$ cat src/rtl/uart_pkg.sv
// Shared UART definitions used by the receiver and the future transmitter.
//   parity_e         : parity mode (none / even / odd)
//   rx_state_e       : receiver FSM states
//   decode_data_bits : 2-bit config code -> data bit count (5..8)
//   decode_parity    : 2-bit config code -> parity_e (11 maps to none)
//   parity_bit       : parity bit that must accompany a data word
package uart_pkg;

  typedef enum logic [1:0] {
    PAR_NONE,
    PAR_EVEN,
    PAR_ODD
  } parity_e;

  typedef enum logic [2:0] {
    IDLE,
    START,
    DATA,
    PARITY,
    STOP,
    BRK_WAIT
  } rx_state_e;

  localparam int unsigned BIT_CNT_W  = 4;
  localparam int unsigned PAR_DATA_W = 8;

  function automatic logic [BIT_CNT_W-1:0] decode_data_bits(input logic [1:0] cfg);
    return 4'd5 + {2'b00, cfg};
  endfunction

  function automatic parity_e decode_parity(input logic [1:0] cfg);
    case (cfg)
      2'b01:   return PAR_EVEN;
      2'b10:   return PAR_ODD;
      default: return PAR_NONE;
    endcase
  endfunction

  // Unused upper data bits must be zero so they do not disturb the result.
  function automatic logic parity_bit(input logic [PAR_DATA_W-1:0] data, input parity_e mode);
    case (mode)
      PAR_EVEN: return ^data;
      PAR_ODD:  return ~^data;
      default:  return 1'b0;
    endcase
  endfunction

endpackage

$ cat src/rtl/uart_rx_cfg_if.sv
// Received-word stream: valid/ready handshake carrying data plus error flags.
//   m_data  : received word, right-justified
//   m_perr  : parity error for m_data
//   m_ferr  : framing error for m_data
//   m_valid : word/flags valid
//   m_ready : consumer accepts when m_valid && m_ready
interface uart_rx_cfg_if #(
  parameter int unsigned DW = 8
) ();
  logic [DW-1:0] m_data;
  logic          m_perr;
  logic          m_ferr;
  logic          m_valid;
  logic          m_ready;

  modport master (output m_data, output m_perr, output m_ferr, output m_valid, input m_ready);
  modport slave  (input m_data, input m_perr, input m_ferr, input m_valid, output m_ready);
endinterface

$ cat src/rtl/uart_sync.sv
// Multi-flop synchronizer for an asynchronous single-bit input.
//   clk, arst_n : clock, async active-low reset (flops reset to RST_VAL)
//   d_i         : asynchronous input
//   q_o         : synchronized output, STAGES cycles of latency
module uart_sync #(
  parameter int unsigned STAGES  = 2,
  parameter logic        RST_VAL = 1'b1
) (
  input  logic clk,
  input  logic arst_n,
  input  logic d_i,
  output logic q_o
);

  logic [STAGES-1:0] sr_q;

  always_ff @(posedge clk or negedge arst_n) begin
    if (!arst_n) begin
      sr_q <= {STAGES{RST_VAL}};
    end else begin
      sr_q <= {sr_q[STAGES-2:0], d_i};
    end
  end

  assign q_o = sr_q[STAGES-1];

endmodule

$ cat src/rtl/uart_rx_cfg.sv
// Runtime-configurable UART receiver (5-8 data bits, none/even/odd parity,
// 1 or 2 stop bits), oversampled on the baud-generator tick.
//   clk, arst_n        : clock, async active-low reset
//   tick               : one-cycle pulse at OVERSAMPLE x baud
//   rx                 : asynchronous serial line, idles high
//   cfg_data_bits      : 00=5 .. 11=8 data bits (latched at frame start)
//   cfg_parity         : 00/11=none, 01=even, 10=odd (latched at frame start)
//   cfg_stop2          : 1 = two stop bits (latched at frame start)
//   m                  : received-word stream (data, perr, ferr, valid/ready)
//   overrun_err        : one-cycle pulse when a completed word is dropped
module uart_rx_cfg
  import uart_pkg::*;
#(
  parameter int unsigned MAX_DATA_BITS = 8,
  parameter int unsigned OVERSAMPLE    = 16,
  parameter int unsigned SYNC_STAGES   = 2
) (
  input  logic                clk,
  input  logic                arst_n,
  input  logic                tick,
  input  logic                rx,
  input  logic [1:0]          cfg_data_bits,
  input  logic [1:0]          cfg_parity,
  input  logic                cfg_stop2,
  uart_rx_cfg_if.master       m,
  output logic                overrun_err
);

  localparam int unsigned    CW        = $clog2(OVERSAMPLE);
  localparam logic [CW-1:0]  SAMPLE_PT = CW'(OVERSAMPLE / 2 - 1);
  localparam logic [CW-1:0]  BIT_LAST  = CW'(OVERSAMPLE - 1);

  logic                     rxs;
  rx_state_e                state_q, state_d;
  logic [CW-1:0]            cnt_q, cnt_d;
  logic [BIT_CNT_W-1:0]     bit_q, bit_d;
  logic [BIT_CNT_W-1:0]     nbits_q, nbits_d;
  parity_e                  par_q, par_d;
  logic                     stop2_q, stop2_d;
  logic [MAX_DATA_BITS-1:0] shreg_q, shreg_d;
  logic                     perr_q, perr_d;
  logic                     ferr_q, ferr_d;

  logic                     sample;
  logic                     bit_end;
  logic                     last_stop;
  logic [PAR_DATA_W-1:0]    par_data;

  logic                     commit;
  logic                     commit_perr;
  logic                     commit_ferr;

  logic [MAX_DATA_BITS-1:0] data_q;
  logic                     mperr_q;
  logic                     mferr_q;
  logic                     valid_q;
  logic                     ovr_q;

  uart_sync #(
    .STAGES  (SYNC_STAGES),
    .RST_VAL (1'b1)
  ) u_rx_sync (
    .clk    (clk),
    .arst_n (arst_n),
    .d_i    (rx),
    .q_o    (rxs)
  );

  assign sample    = tick && (cnt_q == SAMPLE_PT);
  assign bit_end   = tick && (cnt_q == BIT_LAST);
  assign last_stop = (bit_q == {{(BIT_CNT_W-1){1'b0}}, stop2_q});
  assign par_data  = PAR_DATA_W'(shreg_q);

  // State register
  always_ff @(posedge clk or negedge arst_n) begin
    if (!arst_n) begin
      state_q <= IDLE;
      cnt_q   <= '0;
      bit_q   <= '0;
      nbits_q <= '0;
      par_q   <= PAR_NONE;
      stop2_q <= 1'b0;
      shreg_q <= '0;
      perr_q  <= 1'b0;
      ferr_q  <= 1'b0;
    end else begin
      state_q <= state_d;
      cnt_q   <= cnt_d;
      bit_q   <= bit_d;
      nbits_q <= nbits_d;
      par_q   <= par_d;
      stop2_q <= stop2_d;
      shreg_q <= shreg_d;
      perr_q  <= perr_d;
      ferr_q  <= ferr_d;
    end
  end

  // Next-state logic
  always_comb begin
    state_d = state_q;
    cnt_d   = cnt_q;
    bit_d   = bit_q;
    nbits_d = nbits_q;
    par_d   = par_q;
    stop2_d = stop2_q;
    shreg_d = shreg_q;
    perr_d  = perr_q;
    ferr_d  = ferr_q;

    if (tick) begin
      cnt_d = (cnt_q == BIT_LAST) ? '0 : cnt_q + 1'b1;
    end

    case (state_q)
      IDLE: begin
        cnt_d = '0;
        bit_d = '0;
        if (!rxs) begin
          state_d = START;
          shreg_d = '0;
          perr_d  = 1'b0;
          ferr_d  = 1'b0;
          nbits_d = decode_data_bits(cfg_data_bits);
          par_d   = decode_parity(cfg_parity);
          stop2_d = cfg_stop2;
        end
      end

      START: begin
        if (sample && rxs) begin
          state_d = IDLE;
        end else if (bit_end) begin
          state_d = DATA;
          bit_d   = '0;
        end
      end

      DATA: begin
        if (sample) begin
          for (int unsigned i = 0; i < MAX_DATA_BITS; i++) begin
            if (bit_q == BIT_CNT_W'(i)) begin
              shreg_d[i] = rxs;
            end
          end
        end
        if (bit_end) begin
          if (bit_q == nbits_q - 1'b1) begin
            bit_d   = '0;
            state_d = (par_q != PAR_NONE) ? PARITY : STOP;
          end else begin
            bit_d = bit_q + 1'b1;
          end
        end
      end

      PARITY: begin
        if (sample && (rxs != parity_bit(par_data, par_q))) begin
          perr_d = 1'b1;
        end
        if (bit_end) begin
          state_d = STOP;
          bit_d   = '0;
        end
      end

      STOP: begin
        if (sample) begin
          if (!rxs) begin
            ferr_d = 1'b1;
          end
          // Leave at mid last-stop so a slightly fast sender is tolerated.
          if (last_stop) begin
            state_d = rxs ? IDLE : BRK_WAIT;
          end
        end
        if (bit_end && !last_stop) begin
          bit_d = bit_q + 1'b1;
        end
      end

      BRK_WAIT: begin
        cnt_d = '0;
        if (rxs) begin
          state_d = IDLE;
        end
      end

      default: state_d = IDLE;
    endcase
  end

  // Output decode: commit strobe and the flags that go with it
  always_comb begin
    commit      = 1'b0;
    commit_perr = perr_q;
    commit_ferr = ferr_q | ~rxs;
    if ((state_q == STOP) && sample && last_stop) begin
      commit = 1'b1;
    end
  end

  // Output holding register and overrun detection
  always_ff @(posedge clk or negedge arst_n) begin
    if (!arst_n) begin
      data_q  <= '0;
      mperr_q <= 1'b0;
      mferr_q <= 1'b0;
      valid_q <= 1'b0;
      ovr_q   <= 1'b0;
    end else begin
      ovr_q <= 1'b0;
      if (commit) begin
        if (!valid_q || m.m_ready) begin
          data_q  <= shreg_q;
          mperr_q <= commit_perr;
          mferr_q <= commit_ferr;
          valid_q <= 1'b1;
        end else begin
          ovr_q <= 1'b1;
        end
      end else if (valid_q && m.m_ready) begin
        valid_q <= 1'b0;
      end
    end
  end

  assign m.m_data    = data_q;
  assign m.m_perr    = mperr_q;
  assign m.m_ferr    = mferr_q;
  assign m.m_valid   = valid_q;
  assign overrun_err = ovr_q;

endmodule

$ cat src/flat_wrapper.sv
// flat-port wrapper written by rule: the top's interface ports become plain ports
module uart_rx_cfg_flat import uart_pkg::*;
#(
  parameter int unsigned MAX_DATA_BITS = 8,
  parameter int unsigned OVERSAMPLE    = 16,
  parameter int unsigned SYNC_STAGES   = 2
)
  (clk, arst_n, tick, rx, cfg_data_bits, cfg_parity, cfg_stop2, overrun_err, m_m_data, m_m_perr, m_m_ferr, m_m_valid, m_m_ready);
  uart_rx_cfg_if #(.DW(8)) m_i ();
  input  logic clk;
  input  logic arst_n;
  input  logic tick;
  input  logic rx;
  input  logic [1:0] cfg_data_bits;
  input  logic [1:0] cfg_parity;
  input  logic cfg_stop2;
  output logic overrun_err;
  output wire logic [$bits(m_i.m_data)-1:0] m_m_data;
  output wire logic [$bits(m_i.m_perr)-1:0] m_m_perr;
  output wire logic [$bits(m_i.m_ferr)-1:0] m_m_ferr;
  output wire logic [$bits(m_i.m_valid)-1:0] m_m_valid;
  input wire logic [$bits(m_i.m_ready)-1:0] m_m_ready;
  assign m_m_data = m_i.m_data;
  assign m_m_perr = m_i.m_perr;
  assign m_m_ferr = m_i.m_ferr;
  assign m_m_valid = m_i.m_valid;
  assign m_i.m_ready = m_m_ready;
  uart_rx_cfg #(.MAX_DATA_BITS(MAX_DATA_BITS), .OVERSAMPLE(OVERSAMPLE), .SYNC_STAGES(SYNC_STAGES)) u_core (.clk(clk), .arst_n(arst_n), .tick(tick), .rx(rx), .cfg_data_bits(cfg_data_bits), .cfg_parity(cfg_parity), .cfg_stop2(cfg_stop2), .m(m_i), .overrun_err(overrun_err));
endmodule
$ cat config.mk
export PLATFORM = sky130hd
export DESIGN_NAME = uart_rx_cfg_flat
export DESIGN_NICKNAME = d
export VERILOG_FILES = /design/src/rtl/uart_pkg.sv /design/src/rtl/uart_rx_cfg_if.sv /design/src/rtl/uart_sync.sv /design/src/rtl/uart_rx_cfg.sv /design/src/flat_wrapper.sv
export SDC_FILE = /design/constraint.sdc
export NUM_CORES = 1
export LEC_CHECK = 0
export ABC_AREA = 1
export CORE_ASPECT_RATIO = 0.9
export CORE_MARGIN = 4
export CORE_UTILIZATION = 39
export CTS_BUF_LIST = sky130_fd_sc_hd__clkbuf_4
export CTS_CLUSTER_DIAMETER = 200
export DETAILED_ROUTE_END_ITERATION = 7
export GPL_TIMING_DRIVEN = 0
export SYNTH_ARGS = -nofsm -noshare
export SYNTH_HDL_FRONTEND = slang
export SYNTH_SLANG_ARGS = --single-unit
$ cat constraint.sdc
create_clock -name clk -period 2.4 [get_ports clk]
set_input_delay 0.48 -clock clk [delete_from_list [all_inputs] [get_ports clk]]
set_output_delay 0.48 -clock clk [all_outputs]
set_load 0.01 [all_outputs]
==> impl_metrics.yaml <==
status:
  status: "finished, final reports clean"
die:
  rows: 27
  start_util_pct: 40.0
  io_pins: 22
  dieArea_um2: 7570
  die_y_um: 82.9
  core_area_um2: 6080
  die_w_um: 91.2
timing:
  drv_slew: 0
  rsz0062_at_grt: "false"
  finalSetupViolations: 0
  clock_skew_ps: 9.15
  finalCritPeriodShare_pct: 74.3
  relSlewSlack_pct: 72.9
  max_freq_ghz: 0.561
  period_minus_slack_ps: 1780
  tightest_slew_ps: 401
  hold_viol_final: 0
run:
  drv_cap: 0
grt:
  antenna_found_initial: 0
  grt_max_degree: 28
  first_global_vias: 1965
  grt_pass1_wl_um: 8800
  grt-ovfl-total: 0
  track_usage_pct: 13.9
final_layout:
  syn_to_final_growth_pct: 15.2
  layout-drive-gt1-share_pct: 12.8
  antennaDiodeCount: 0
  layoutNonFillerInstCount: 415
  nets: 359
detailed_routing:
  drcViolationCount: 0
  num_vias: 1990
  firstDrtPassIters: 4
  wire_per_inst_um: 11.5
  via_per_inst: 4.80
  drtIter0Drc: 110
  drt_wl_total_um: 4780
  ant_nets: 0
critical_path:
  startpoint_type: "input pin"
  worst_ep_arrival_time_ps: 2040
  regToRegSetupSlack_ps: 620
  critPathMaxFanout: 6
  rr_startpoint: "u_core.nbits_q[0]"
  r2r-end: "u_core.bit_q[1]"
  crit_required_ps: 2650
  worstSetupPathType: "in2reg"
  rr_worst_depth: 10
  end_kind: "flip-flop"
pwr:
  share_comb_of_total_power_pct: 44.2
  clock_power_share_pct: 14.7
  p_per_area_nw_per_um2: 841
  leakage_uw: 0.00134
  seqPwrFrac_pct: 41.1
  ir_worst_vdd_v: 0.000464
  intPower_uw: 1330
  power_switching_share_pct: 43.3
  p_switching_uw: 1020
  finalPower_uw: 2360
synth:
  syn-instance-count: 313
  ys_seq_elements: 42
  synth.avg_cell_area_um2: 7.77
  synth-async-reset-ratio_pct: 100
  synth_edf_count: 0
  ys_seq_area_share_pct: 43.3
  synth_cell_type_count: 36
  syn_nets: 330
  synth_ff_type: "dfrtp_1"
  yosys_warnings: 0
  syn_area_um2: 2430
clocking:
  clock_latency_ps: 350
  cts_post_setup_buffers_inserted: 0
  cts_tree: "yes"
  post_cts_resize_count: 0
  ctsHoldBuffers: 0
  clkSinkCount: 42
  h-tree-depth: 2
  cts_buffers: 5
  cts_buffer_depth: 2
  root_buffer: "clkbuf_4"
  clkSlewWorstSetupHoldPaths_ps: 130
hold_path:
  hp-class: "in2async"
place:
  io_buffers: 21
  dp_hpwl_um: 3770
  place.gp.congestion: 0.818
  dp.cells: 407
## per-layer routing
layer | wire, um | track usage [%] | vias up
li1 | - | - | 1063
met1 | 2380 | 19.0 | 880
met2 | 2110 | 22.1 | 41
met3 | 227 | 3.17 | 6
met4 | 68 | 4.25 | 0
met5 | 0 | 0 | -
## Yosys cell counts (3+ instances only)
| cell | number | area, um^2 |
|---|---|---|
| a21oi_1 | 9 | 45.0 |
| buf_2 | 4 | 20.0 |
| dfrtp_1 | 40 | 1000 |
| ha_1 | 7 | 87.6 |
| inv_1 | 32 | 120 |
| inv_2 | 8 | 30.0 |
| nand2_1 | 95 | 357 |
| nand2_2 | 3 | 18.8 |
| nand3_1 | 25 | 125 |
| nand4_1 | 4 | 25.0 |
| nor2_1 | 22 | 82.6 |
| nor2_4 | 4 | 45.0 |
| o21ai_0 | 15 | 75.1 |
| o21ai_1 | 12 | 60.1 |
| xnor2_1 | 3 | 26.3 |
| xor2_1 | 5 | 43.8 |
## critical path, stage by stage
cell	delay, ps
clkdlybuf4s50_1	600
inv_2	120
nor2_4	150
nand2_4	100
nor2_4	150
nor2_2	60
o22ai_4	150
nand3_4	100
nand2_1	60
nand2_1	50
## sequential cells by signal, summed over array words and instances (netlist names), 2 cells and up
register	flops
u_core.cnt_q	4
u_core.state_q	3
u_core.par_data	8
u_core.u_rx_sync.sr_q	2
u_core.par_q	2
u_core.nbits_q	4
u_core.m.m_data	8
u_core.bit_q	4
## cell type report
cell class / count / area (um^2)
Clock inverter: 3 / 16.3
Tap cell: 72 / 90.1
Sequential cell: 42 / 1050
Inverter: 41 / 155
Multi-Input combinational cell: 224 / 1190
Buffer: 6 / 35.0
Clock buffer: 5 / 37.5
Fill cell: 613 / 3280
Timing Repair Buffer: 22 / 225
## how the worst max path moves through the flow
stage / start / to / slack [ps] / depth (start not counted)
4_1_cts: u_core.nbits_q[0] / u_core.bit_q[1] / 590 / 10
2_1_floorplan: u_core.nbits_q[0] / u_core.bit_q[0] / 860 / 10
5_1_grt: u_core.nbits_q[0] / u_core.bit_q[1] / 420 / 10
3_5_place_dp: tick / u_core.state_q[2] / 250 / 10
3_3_place_gp: arst_n / u_core.nbits_q[1] / -290 / 1
6_report: tick / u_core.state_q[1] / 620 / 10
## per-stage QoR
stage               worst slack [ps]  cell area, um^2  hold WS [ps]  util [%]  setup TNS [ps]
floorplan                        862             2430           184         -               0
detailed placement               252             2750           347      45.2               0
finish                           616             2800          23.3      46.1               0
CTS                              585             2800          28.7      46.1               0
global route                     421             2800          42.9      46.1               0
global placement                -288             2730           346      44.9          -11460
## power groups by stage
| stage | registers [uW] | logic (uW) | clock network (uW) |
|---|---|---|---|
| after detailed placement | 985 | 1050 | 0 |
| final | 969 | 1040 | 346 |
| after floorplan | 953 | 835 | 0 |
| after global placement | 981 | 1030 | 0 |
| after global routing | 1000 | 1210 | 385 |
| after CTS | 971 | 1050 | 362 |
## cell usage in the layout (no fill, tap or decap), types with 3 or more instances in the layout
| cell type | count |
|---|---|
| nand2_1 | 95 |
| dfrtp_1 | 40 |
| inv_1 | 32 |
| nand3_1 | 25 |
| nor2_1 | 22 |
| clkdlybuf4s50_1 | 20 |
| o21ai_0 | 15 |
| o21ai_1 | 12 |
| a21oi_1 | 9 |
| inv_2 | 8 |
| ha_1 | 7 |
| buf_2 | 5 |
| xor2_1 | 5 |
| clkbuf_4 | 5 |
| nor2_4 | 4 |
| nand4_1 | 4 |
| nand2_2 | 3 |
| xnor2_1 | 3 |
## kinds of logic (layout without fill, tap and decap cells)
family	count (synthesis)	after routing	synth area share, %
AO/OA/AOI/OAI	48	48	12.2
XOR/XNOR	8	8	2.88
adder cells (fa/ha/maj)	7	7	3.60
buffers and inverters	47	77	7.82
flip-flops	42	42	43.3
AND/OR/NAND/NOR	161	161	30.1
Power figures use the tool's default switching activity.
